==> config.mk <==
export PLATFORM = sky130hd
export DESIGN_NAME = cr_prefix_fe_cmp_ctl
export DESIGN_NICKNAME = d
export VERILOG_FILES = /design/src/rtl/cr_prefix_fe_cmp_ctl_pkg.sv /design/src/rtl/cr_prefix_fe_cmp_ctl_cfg_bank.sv /design/src/rtl/cr_prefix_fe_cmp_ctl.sv
export SDC_FILE = /design/constraint.sdc
export NUM_CORES = 1
export LEC_CHECK = 0
export ABC_CLOCK_PERIOD_IN_PS = 9700
export CAP_MARGIN = 5
export CORE_ASPECT_RATIO = 1.2
export CORE_UTILIZATION = 57
export CTS_BUF_LIST = sky130_fd_sc_hd__clkbuf_8
export DETAILED_ROUTE_END_ITERATION = 6
export PLACE_DENSITY = 0.88
export SLEW_MARGIN = 20
export SYNTH_ARGS = -nofsm -noshare
export SYNTH_HDL_FRONTEND = slang
export SYNTH_HIERARCHICAL = 1
export SYNTH_SLANG_ARGS = --single-unit
export TNS_END_PERCENT = 50
==> constraint.sdc <==
create_clock -name clk -period 9.7 [get_ports clk]
set_clock_uncertainty 0.1 [all_clocks]
set_input_delay 0.97 -clock clk [delete_from_list [all_inputs] [get_ports clk]]
set_output_delay 0.97 -clock clk [all_outputs]
set_load 0.005 [all_outputs]
==> src/rtl/cr_prefix_fe_cmp_ctl_pkg.sv <==
// Shared types for the prefix front-end compare controller: compare encodings,
// controller states and the per-lane configuration record.
package cr_prefix_fe_cmp_ctl_pkg;

  typedef enum logic [1:0] {
    CMP_EQ   = 2'd0,
    CMP_LT   = 2'd1,
    CMP_GTEQ = 2'd2,
    CMP_NE   = 2'd3
  } prefix_compare_type_e;

  typedef enum logic [1:0] {
    IDLE  = 2'd0,
    RUN   = 2'd1,
    DRAIN = 2'd2,
    SWAP  = 2'd3
  } ctl_state_e;

  typedef struct packed {
    logic [7:0]           match_val;
    prefix_compare_type_e cmp_type;
  } cmp_cfg_t;

  localparam int CNT_W = 16;

  localparam cmp_cfg_t CFG_RST = '{match_val: 8'h00, cmp_type: CMP_EQ};

endpackage

==> src/rtl/cr_prefix_fe_cmp_ctl_cfg_bank.sv <==
// Shadow/active lane configuration storage: shadow is written one lane at a time,
// active is loaded from shadow in a single cycle when swap is asserted.
module cr_prefix_fe_cmp_cfg_bank
  import cr_prefix_fe_cmp_ctl_pkg::*;
#(
  parameter int N_CMP = 8,
  parameter int IDX_W = $clog2(N_CMP)
) (
  input  logic               clk,
  input  logic               rst,
  input  logic               wr,
  input  logic [IDX_W-1:0]   idx,
  input  cmp_cfg_t           wr_cfg,
  input  logic               swap,
  output logic [N_CMP*8-1:0] match_val,
  output logic [N_CMP*2-1:0] cmp_type
);

  cmp_cfg_t shadow [N_CMP];
  cmp_cfg_t active [N_CMP];

  // Out-of-range indices match no lane and are dropped; non-blocking copy
  // means a write landing in the swap cycle stays in shadow only.
  always_ff @(posedge clk or posedge rst) begin
    if (rst) begin
      for (int i = 0; i < N_CMP; i++) begin
        shadow[i] <= CFG_RST;
        active[i] <= CFG_RST;
      end
    end else begin
      for (int i = 0; i < N_CMP; i++) begin
        if (wr && (idx == IDX_W'(i))) shadow[i] <= wr_cfg;
        if (swap) active[i] <= shadow[i];
      end
    end
  end

  always_comb begin
    match_val = '0;
    cmp_type  = '0;
    for (int i = 0; i < N_CMP; i++) begin
      match_val[8*i +: 8] = active[i].match_val;
      cmp_type[2*i +: 2]  = active[i].cmp_type;
    end
  end

endmodule

==> src/rtl/cr_prefix_fe_cmp_ctl.sv <==
// Prefix compare lane controller: streams characters to the lanes, gathers hits and
// swaps lane configuration only between frames. Optional per-lane hit counters
// are enabled by CR_PREFIX_FE_CMP_HIT_CNT_EN.
module cr_prefix_fe_cmp_ctl
  import cr_prefix_fe_cmp_ctl_pkg::*;
#(
  parameter int N_CMP = 8,
  parameter int IDX_W = $clog2(N_CMP)
) (
  input  logic               clk,
  input  logic               rst,
  input  logic               cfg_wr,
  input  logic [IDX_W-1:0]   cfg_idx,
  input  logic [7:0]         cfg_match_val,
  input  logic [1:0]         cfg_cmp_type,
  input  logic               cfg_commit,
  output logic               cfg_pend,
  input  logic [7:0]         in_char,
  input  logic               in_valid,
  input  logic               in_last,
  output logic               in_ready,
  output logic [7:0]         lane_char,
  output logic               lane_char_valid,
  output logic [N_CMP*8-1:0] lane_match_val,
  output logic [N_CMP*2-1:0] lane_cmp_type,
  input  logic [N_CMP-1:0]   lane_cmp_r,
  input  logic               lane_valid_r,
  output logic               res_valid,
  output logic [N_CMP-1:0]   res_hit,
`ifdef CR_PREFIX_FE_CMP_HIT_CNT_EN
  output logic               res_last,
  output logic [N_CMP*CNT_W-1:0] hit_cnt
`else
  output logic               res_last
`endif
);

  ctl_state_e state, state_nxt;
  logic       ready_st;
  logic       last_r;
  logic       swap;
  logic       commit_req;

  cmp_cfg_t wr_cfg;
  assign wr_cfg = '{match_val: cfg_match_val, cmp_type: prefix_compare_type_e'(cfg_cmp_type)};

  // A same-cycle commit counts as pending so the swap is not delayed a cycle.
  assign commit_req = cfg_pend | cfg_commit;
  assign swap       = (state == SWAP);

  always_ff @(posedge clk or posedge rst) begin
    if (rst) state <= IDLE;
    else     state <= state_nxt;
  end

  always_comb begin
    state_nxt = state;
    ready_st  = 1'b0;
    case (state)
      IDLE: begin
        if (commit_req) begin
          state_nxt = SWAP;
        end else begin
          ready_st = 1'b1;
          if (in_valid && !in_last) state_nxt = RUN;
        end
      end
      RUN: begin
        ready_st = 1'b1;
        if (in_valid && in_last) state_nxt = commit_req ? DRAIN : IDLE;
      end
      DRAIN: begin
        if (lane_valid_r && last_r) state_nxt = SWAP;
      end
      SWAP: begin
        state_nxt = IDLE;
      end
      default: state_nxt = IDLE;
    endcase
  end

  // Outputs are forced low while reset is held, not just after the first edge.
  assign in_ready        = ready_st & ~rst;
  assign lane_char       = in_char;
  assign lane_char_valid = in_valid & in_ready;

  always_ff @(posedge clk or posedge rst) begin
    if (rst) begin
      cfg_pend <= 1'b0;
      last_r   <= 1'b0;
    end else begin
      if (swap)            cfg_pend <= 1'b0;
      else if (cfg_commit) cfg_pend <= 1'b1;
      last_r <= lane_char_valid & in_last;
    end
  end

  assign res_valid = lane_valid_r & ~rst;
  assign res_hit   = lane_cmp_r & {N_CMP{~rst}};
  assign res_last  = last_r;

  cr_prefix_fe_cmp_cfg_bank #(
    .N_CMP (N_CMP),
    .IDX_W (IDX_W)
  ) u_cfg_bank (
    .clk       (clk),
    .rst       (rst),
    .wr        (cfg_wr),
    .idx       (cfg_idx),
    .wr_cfg    (wr_cfg),
    .swap      (swap),
    .match_val (lane_match_val),
    .cmp_type  (lane_cmp_type)
  );

`ifdef CR_PREFIX_FE_CMP_HIT_CNT_EN
  logic [CNT_W-1:0] cnt [N_CMP];

  always_ff @(posedge clk or posedge rst) begin
    if (rst) begin
      for (int i = 0; i < N_CMP; i++) cnt[i] <= '0;
    end else begin
      for (int i = 0; i < N_CMP; i++) begin
        if (swap)                                          cnt[i] <= '0;
        else if (res_valid && res_hit[i] && (cnt[i] != '1)) cnt[i] <= cnt[i] + 1'b1;
      end
    end
  end

  always_comb begin
    hit_cnt = '0;
    for (int i = 0; i < N_CMP; i++) hit_cnt[CNT_W*i +: CNT_W] = cnt[i];
  end
`endif

endmodule

==> impl_metrics.toml <==
[detailed_routing]
post_drt_wl_per_cell_um = 20.2
route.vias.total = 3567
dr.pass1.iters = 4
routed_via_density = 5.54
drtIter0Drc = 151
route.detailed.drc = 0
wirelength_um = 13000
ant_nets = 0

[synth]
synthTopCellsByArea = "dfrtp_1 (64%), mux2_2 (23%), mux2_4 (7.0%)"
yosysUniqueCellTypes = 22
synth_common_cells = "dfrtp_1 (164), mux2_2 (130), mux2_4 (30)"
synth.cell_area_mm2 = 0.00642
ys_seq_area_share_pct = 63.9
synth_nets = 420
yosysWarnings = 6
ys_ff_latch = 164
yosysTopAreaCell = "dfrtp_1"
synthMostInstantiatedCell = "dfrtp_1"
synth_top_area_share_pct = 63.9
async_reset_ff_share_pct = 100
synthCells = 384
synth_ff_type = "dfrtp_1"
synth-edff-count = 0
syn_area_per_cell_um2 = 16.7

[clocking]
ctsResizeCount = 0
clkLatencyLatePin_ns = 0.44
cts_tree = "yes"
cts_hold_buf = 0
cts_setup_buffers = 0
numCtsBuffers = 17
ctsHtreeMaxLevel = 4
clk_pin_slew_ns = 0.07
cts_buffer_depth = 2
cts_num_sinks = 164
cts.root.buffer_cell = "clkbuf_8"

[timing]
timing.final.crit_share_pct = 38.2
slew_violations = 0
fin_ws_ns = 6.00
timing.final.hold_violations = 0
max_clock_freq_ghz = 0.270
rsz0062_at_grt = "no"
tightest_slew_ns = 1.09
tns_ns = 0
layout_min_cycle_time_ns = 3.70
slew_headroom_pct = 27.6
finalSetupViolCount = 0

[worst_setup_path]
r2r_start = "state[1]"
reg2regPathDepth = 2
cp_slowest_cell = "clkdlybuf4s50_1"
worstSetupStartpointType = "input port"
endpoint_kind = "output pin"
r2r_slack_ns = 7.62
crit_type = "in2out"
reg2reg_to = "u_cfg_bank/cmp_type[7]"
critPathRequiredTime_ns = 8.63
cp_max_fo = 12
cp.arrival_ns = 2.63
max_stage_delay_ns = 0.68
worstPathCellList = "clkdlybuf4s50_1, nor2_1, o21ai_1, nor2_1, clkdlybuf4s50_1"

[die]
die_y_um = 118
die_w_um = 98.9
die_area_mm2 = 0.0117
fp-row-count = 42
ioPinCount = 137
start_util_pct = 58.5
core_area_mm2 = 0.0110

[cells_and_area]
insertedDiodeCount = 0
fin_nets = 535
syn2layout_area_growth_pct = 27.3
layout-drive-gt1-share_pct = 38.9
stdcell_area_mm2 = 0.00818

[min_path]
hp-class = "reg2reg"
whs_path_depth = 1
hold_end = "u_cfg_bank/shadow[13]"
hold_start = "u_cfg_bank/shadow[13]"

[power_and_ir_drop]
combPwrFrac_pct = 33.2
swShare_pct = 25.5
leakagePower_nw = 3.55
p_clk_share_pct = 24.4
design_power_total_mw = 2.54
vdd_drop_max_mv = 0.162
powerDensity_mw_per_mm2 = 310
p_int_mw = 1.89
seqPwrFrac_pct = 42.4
netSwitchingPower_mw = 0.647

[global_route]
grt_pass1_vias = 3787
grt_pass1_wl_um = 20800
grt-ovfl-total = 0
track_usage_pct = 24.3
antenna_found_initial = 0
grt_max_degree = 90

[status]
status = "finished clean"

[place]
gp_congestion = 0.770
dp_hpwl_um = 8450
pre_cts_slack_ns = 6.01
io_buffer_count = 120
placed_area_mm2 = 0.00765

[run]
maxCapViolations = 0
==> power groups by stage <==
stage	Sequential, mW	Combinational (mW)	Clock [mW]
6_report	1.07	0.843	0.618
3_5_place_dp	1.09	0.845	0
4_1_cts	1.08	0.854	0.632
3_3_place_gp	1.07	0.819	0
5_1_grt	1.11	0.896	0.659
2_1_floorplan	1.07	0.400	0
==> per-layer routing <==
layer  wire [um]  GRT usage (%)  vias up
li1            -              -     1575
met1        5430           30.8     1872
met5           0              0        -
met3         505           6.68       18
met2        6810           40.2      102
met4         249           8.49        0
==> per-stage QoR <==
stage               std cells  util (%)  hold WS (ns)
finish                    644      74.4         0.404
global route              644      74.4         0.418
CTS                       644      74.4         0.406
detailed placement        612      69.6         0.390
global placement          612      69.6         0.382
floorplan                 384         -         0.374
==> cell usage in the layout (no fill, tap or decap), types with 2 or more instances in the layout <==
| master | instances |
|---|---|
| clkinv_4 | 3 |
| mux2_2 | 130 |
| clkbuf_8 | 20 |
| and4bb_1 | 3 |
| o21ai_0 | 2 |
| nand4b_1 | 3 |
| clkdlybuf4s50_1 | 120 |
| mux2_4 | 30 |
| dfrtp_1 | 164 |
| bufinv_16 | 7 |
| nor2b_1 | 9 |
| nor2_1 | 5 |
| inv_1 | 3 |
==> critical path, delay by kind of cell <==
| kind | cells | cell delay [ns] |
|---|---|---|
| simple gates | 2 | 0.34 |
| compound gates | 1 | 0.13 |
| buf+inv | 2 | 1.20 |
==> worst max-delay path by stage <==
stage / startpoint / end / slack [ns] / cells past startpoint
2_1_floorplan: rst / u_cfg_bank/cmp_type[0] / 4.31 / 1
3_3_place_gp: rst / lane_char_valid / 6.13 / 5
3_5_place_dp: rst / lane_char_valid / 6.01 / 5
4_1_cts: rst / lane_char_valid / 6.00 / 5
5_1_grt: rst / lane_char_valid / 5.86 / 5
6_report: rst / lane_char_valid / 6.00 / 5
==> registers in the layout (all words and copies together), names as in the netlist <==
register and flops:
u_cfg_bank/cmp_type 16, res_last 1, cfg_pend 1, state 2
u_cfg_bank/match_val 64, u_cfg_bank/shadow 80
==> kinds of logic after synthesis <==
| group | share of synthesized area (%) |
|---|---|
| flip-flops | 63.9 |
| multiplexers | 29.8 |
| buffers and inverters | 2.80 |
| AND/OR/NAND/NOR | 2.92 |
| AO/OA/AOI/OAI | 0.604 |
==> area by class of cell <==
class / count / area [um2]
fillers: 675 / 2810
well taps: 132 / 165
clock buffers: 20 / 275
inverters: 4 / 20.0
repair buffers: 121 / 1210
multi-input cells: 191 / 2150
clock inverters: 12 / 249
flip-flops and latches: 164 / 4100
(Power assumes the default switching activity.)
